## config.mk

```make
export PLATFORM = sky130hd
export DESIGN_NAME = pattern_count_fsm
export DESIGN_NICKNAME = d
export VERILOG_FILES = /design/src/rtl/pattern_count_fsm.sv
export SDC_FILE = /design/constraint.sdc
export NUM_CORES = 1
export LEC_CHECK = 0
export CORE_MARGIN = 10
export CORE_UTILIZATION = 38
export DETAILED_ROUTE_END_ITERATION = 10
export PLACE_DENSITY = 0.8
export REMOVE_ABC_BUFFERS = 1
export SLEW_MARGIN = 30
export SYNTH_ARGS = -nofsm -noshare
export SYNTH_HDL_FRONTEND = slang
export SYNTH_SLANG_ARGS = --single-unit
```

## constraint.sdc

```tcl
create_clock -name clock -period 2 [get_ports clock]
set_clock_uncertainty 0.1 [all_clocks]
set_input_delay 0.4 -clock clock [delete_from_list [all_inputs] [get_ports clock]]
set_output_delay 0.4 -clock clock [all_outputs]
set_load 0.02 [all_outputs]
```

## src/rtl/pattern_count_fsm.sv

```systemverilog
// Masked pattern match counter that replays counted matches as hit events under ready/valid backpressure.
// Optional abort input and logic are enabled by defining PCF_ABORT_EN.
module pattern_count_fsm #(
  parameter int unsigned DW = 4,
  parameter int unsigned CW = 4
) (
  input  logic          clock,
  input  logic          reset,
  input  logic          valid,
  input  logic [DW-1:0] num,
  input  logic [DW-1:0] seq,
  input  logic [DW-1:0] mask,
  input  logic          hit_ready,
`ifdef PCF_ABORT_EN
  input  logic          abort,
`endif
  output logic [1:0]    state,
  output logic [CW-1:0] cnt,
  output logic          hit,
  output logic          busy,
  output logic          ovf
);

  typedef enum logic [1:0] {
    S_WAIT   = 2'd0,
    S_WATCH  = 2'd1,
    S_ASSERT = 2'd2
  } state_e;

  localparam logic [CW-1:0] CNT_MAX = '1;

  state_e        state_q, state_d;
  logic [CW-1:0] cnt_q, cnt_d;
  logic          ovf_q, ovf_d;

  logic          match_c;
  logic          cnt_sat_c;
  logic [CW-1:0] cnt_inc_c;

  assign match_c   = valid && (((num ^ seq) & mask) == '0);
  assign cnt_sat_c = (cnt_q == CNT_MAX);
  assign cnt_inc_c = cnt_sat_c ? cnt_q : cnt_q + CW'(1);

  // State, count and overflow registers
  always_ff @(posedge clock or posedge reset) begin
    if (reset) begin
      state_q <= S_WAIT;
      cnt_q   <= '0;
      ovf_q   <= 1'b0;
    end else begin
      state_q <= state_d;
      cnt_q   <= cnt_d;
      ovf_q   <= ovf_d;
    end
  end

  // Next-state, counting and overflow tracking
  always_comb begin
    state_d = state_q;
    cnt_d   = cnt_q;
    ovf_d   = ovf_q;
    case (state_q)
      S_WAIT: begin
        if (valid) begin
          state_d = S_WATCH;
          ovf_d   = match_c && cnt_sat_c;
          if (match_c) cnt_d = cnt_inc_c;
        end
      end
      S_WATCH: begin
        if (valid) begin
          if (match_c) begin
            cnt_d = cnt_inc_c;
            if (cnt_sat_c) ovf_d = 1'b1;
          end
        end else if (cnt_q != '0) begin
          state_d = S_ASSERT;
        end else begin
          state_d = S_WAIT;
        end
      end
      S_ASSERT: begin
        // Samples are ignored here; only the hit handshake moves the count.
        if (hit_ready) begin
          if (cnt_q <= CW'(1)) begin
            state_d = S_WAIT;
            cnt_d   = '0;
          end else begin
            cnt_d = cnt_q - CW'(1);
          end
        end
      end
      default: begin
        state_d = S_WAIT;
      end
    endcase
`ifdef PCF_ABORT_EN
    if (abort) begin
      state_d = S_WAIT;
      cnt_d   = '0;
      ovf_d   = 1'b0;
    end
`endif
  end

  assign state = state_q;
  assign cnt   = cnt_q;
  assign ovf   = ovf_q;
  assign hit   = (state_q == S_ASSERT);
  assign busy  = (state_q == S_ASSERT);

endmodule

```

==> results.json <==
{
  "status": "finished clean",
  "port_buffers": 24,
  "ys_ff_latch": 7,
  "grt_pass1_vias": 521,
  "synth_xor_area_frac": 0.0676,
  "ant_nets": 0,
  "area_growth_pct": 56.0,
  "cp_cell_sequence": "clkdlybuf4s50_1",
  "synth.area.top_cells": "dfrtp_1, ha_1, xor2_1",
  "synth_top_family_by_area": "compound AO/OA/AOI/OAI gates",
  "synth_flop_cell": "dfrtp_1",
  "critPathBufInv": 1,
  "numCtsBuffers": 3,
  "cts.clk_slew.worst_paths_ns": 0.05,
  "grtUsageTotal": 0.0938,
  "cpMaxStageDelayCell": "clkdlybuf4s50_1",
  "yosysWarnings": 0,
  "irDropWorstVdd_v": 0.000764,
  "syn_avg_cell_area_um2": 9.42,
  "period_share": 0.958,
  "path_max_fanout": 8,
  "die_h_um": 56.9,
  "synth_cells": 55,
  "final_cell_mix": "clkdlybuf4s50_1, dfrtp_1, a21oi_1",
  "cp.required_ns": 1.50,
  "path_delay_family": "buffers and inverters",
  "dieArea_mm2": 0.00324,
  "drt_iter0_markers": 7,
  "gp_congestion": 0.797,
  "firstDrtPassIters": 3,
  "synthAdderAreaFrac": 0.0725,
  "ys_seq_area_frac": 0.338,
  "cts_tree": "yes",
  "yosysTopAreaCellShare": 0.338,
  "dp_hpwl_um": 1190,
  "grt_pass1_wl_um": 2460,
  "synth-compound-area-share": 0.304,
  "cp-end-kind": "output pin",
  "nets": 104,
  "tightest_slew_ns": 0.324,
  "min_period_ns": 1.92,
  "r2r-start": "cnt[0]$_DFFE_PP0P_",
  "synth_edf_count": 0,
  "grt.overflow.total": 0,
  "clockBufferDepth": 2,
  "syn_area_um2": 518,
  "drv_slew": 0,
  "maxCapViolations": 0,
  "p_leak_nw": 0.371,
  "rows": 13,
  "dp_cells": 95,
  "rsz0062_at_grt": "false",
  "wl_per_cell_um": 14.8,
  "yosys.area.top_type": "dfrtp_1",
  "setup_viol": 0,
  "p_per_area_mw_per_mm2": 1240,
  "max_slew_margin": 0.784,
  "min-delay-path-class": "in -> async",
  "place_area_um2": 785,
  "cts_root_buf": "clkbuf_4",
  "io_pins": 25,
  "via_per_inst": 5.07,
  "startpoint": "cnt[0]$_DFFE_PP0P_",
  "max_freq_mhz": 522,
  "synthMuxAreaShare": 0.0193,
  "hold_violations": 0,
  "cts.sinks": 7,
  "yosys.area_share.simple": 0.147,
  "drive_above_1_share": 0.131,
  "async_flop_share": 1.00,
  "cp-start-kind": "flip-flop",
  "holdWs_ns": 0.285,
  "layout.cells.non_filler": 99,
  "die_x_um": 56.9,
  "cp.arrival_ns": 1.42,
  "h-tree-depth": 1,
  "clkLatencyLatePin_ns": 0.25,
  "path_class": "reg -> out",
  "fin_util": 0.621,
  "synth_cell_types": 26,
  "coreArea_mm2": 0.00130,
  "grt_max_degree": 9,
  "max_stage_delay_ns": 0.67,
  "final_common_cell": "clkdlybuf4s50_1",
  "finalWirelength_um": 1460,
  "num_vias": 502,
  "start_util": 0.398,
  "antenna-diode-count": 0,
  "finalInstanceArea_um2": 808,
  "antenna_found_initial": 0,
  "drc_errors": 0
}
-- state kept, by name, summed over array words and instances (netlist names) --
register  flops
state         2
ovf           1
cnt           4
-- routing by layer --
layer,up-vias,routed length (um),global-route usage
met4,0,9,0.0503
met2,19,659,0.141
met3,2,135,0.0494
met1,228,657,0.104
li1,253,-,-
met5,-,0,0
-- cells in the mapped netlist, drive strengths merged (2+ instances only) --
library cell and count:
a211oi 3, o21ai 3, a21oi 6, nand3 3, xor2 4, nand2 2, a21o 2, ha 3
nor3 2, inv 5, dfrtp 7, o31ai 2, nor2 4
-- per-stage QoR --
| step | setup WS, ns | setup TNS [ns] | power [mW] |
|---|---|---|---|
| floorplan | 0.199 | 0 | 0.627 |
| global placement | -0.0137 | -0.0137 | 0.873 |
| detailed placement | -0.0222 | -0.0222 | 0.885 |
| CTS | 0.0848 | 0 | 1.01 |
| global route | 0.0272 | 0 | 1.09 |
| finish | 0.0835 | 0 | 0.999 |
-- timing repair --
item	4_1_cts	5_1_grt
setup buffers	0	0
gates resized for setup	2	0
setup endpoints to repair	2	0
hold buffers	0	0
-- worst paths after layout --
kind                                             end  slack, ns  depth (start not counted)
worst max-delay path                          cnt[0]       0.08                          1
worst min-delay path              cnt[1]$_DFFE_PP0P_       0.28                          2
worst max register to register    cnt[1]$_DFFE_PP0P_       0.17                          6
worst min register to register       ovf$_DFFE_PP0P_       0.41                          2
max in group asynchronous       state[1]$_DFFE_PP0P_       1.30                          2
min in group clock                   ovf$_DFFE_PP0P_       0.41                          2
-- layout make-up --
class | instances | area (um^2)
Clock buffer | 4 | 26.3
Fill cell | 116 | 493
Inverter | 5 | 18.8
Multi-Input combinational cell | 42 | 317
Sequential cell | 7 | 175
Tap cell | 15 | 18.8
Timing Repair Buffer | 26 | 253
-- logic make-up after synthesis --
| kind of cell | count (synthesis) |
|---|---|
| flip-flops | 7 |
| multiplexers | 1 |
| XOR/XNOR | 4 |
| AND/OR/NAND/NOR | 14 |
| adder cells (fa/ha/maj) | 3 |
| AO/OA/AOI/OAI | 20 |
| buffers and inverters | 6 |
-- where the power goes --
part / total, mW / internal (mW) / switching, mW
registers: 0.278 / 0.197 / 0.0813
clock network: 0.128 / 0.0761 / 0.0518
logic: 0.593 / 0.281 / 0.312
total: 0.999 / 0.554 / 0.445
-- worst reg2reg max path, cell delays in order (launching register included) --
cell and delay (ns):
dfrtp_1 0.47, ha_1 0.28, nand3_2 0.09, a21boi_1 0.24
a32oi_4 0.19, a211oi_1 0.26, a21oi_1 0.07
No activity file was read; power rests on OpenSTA's default activity.
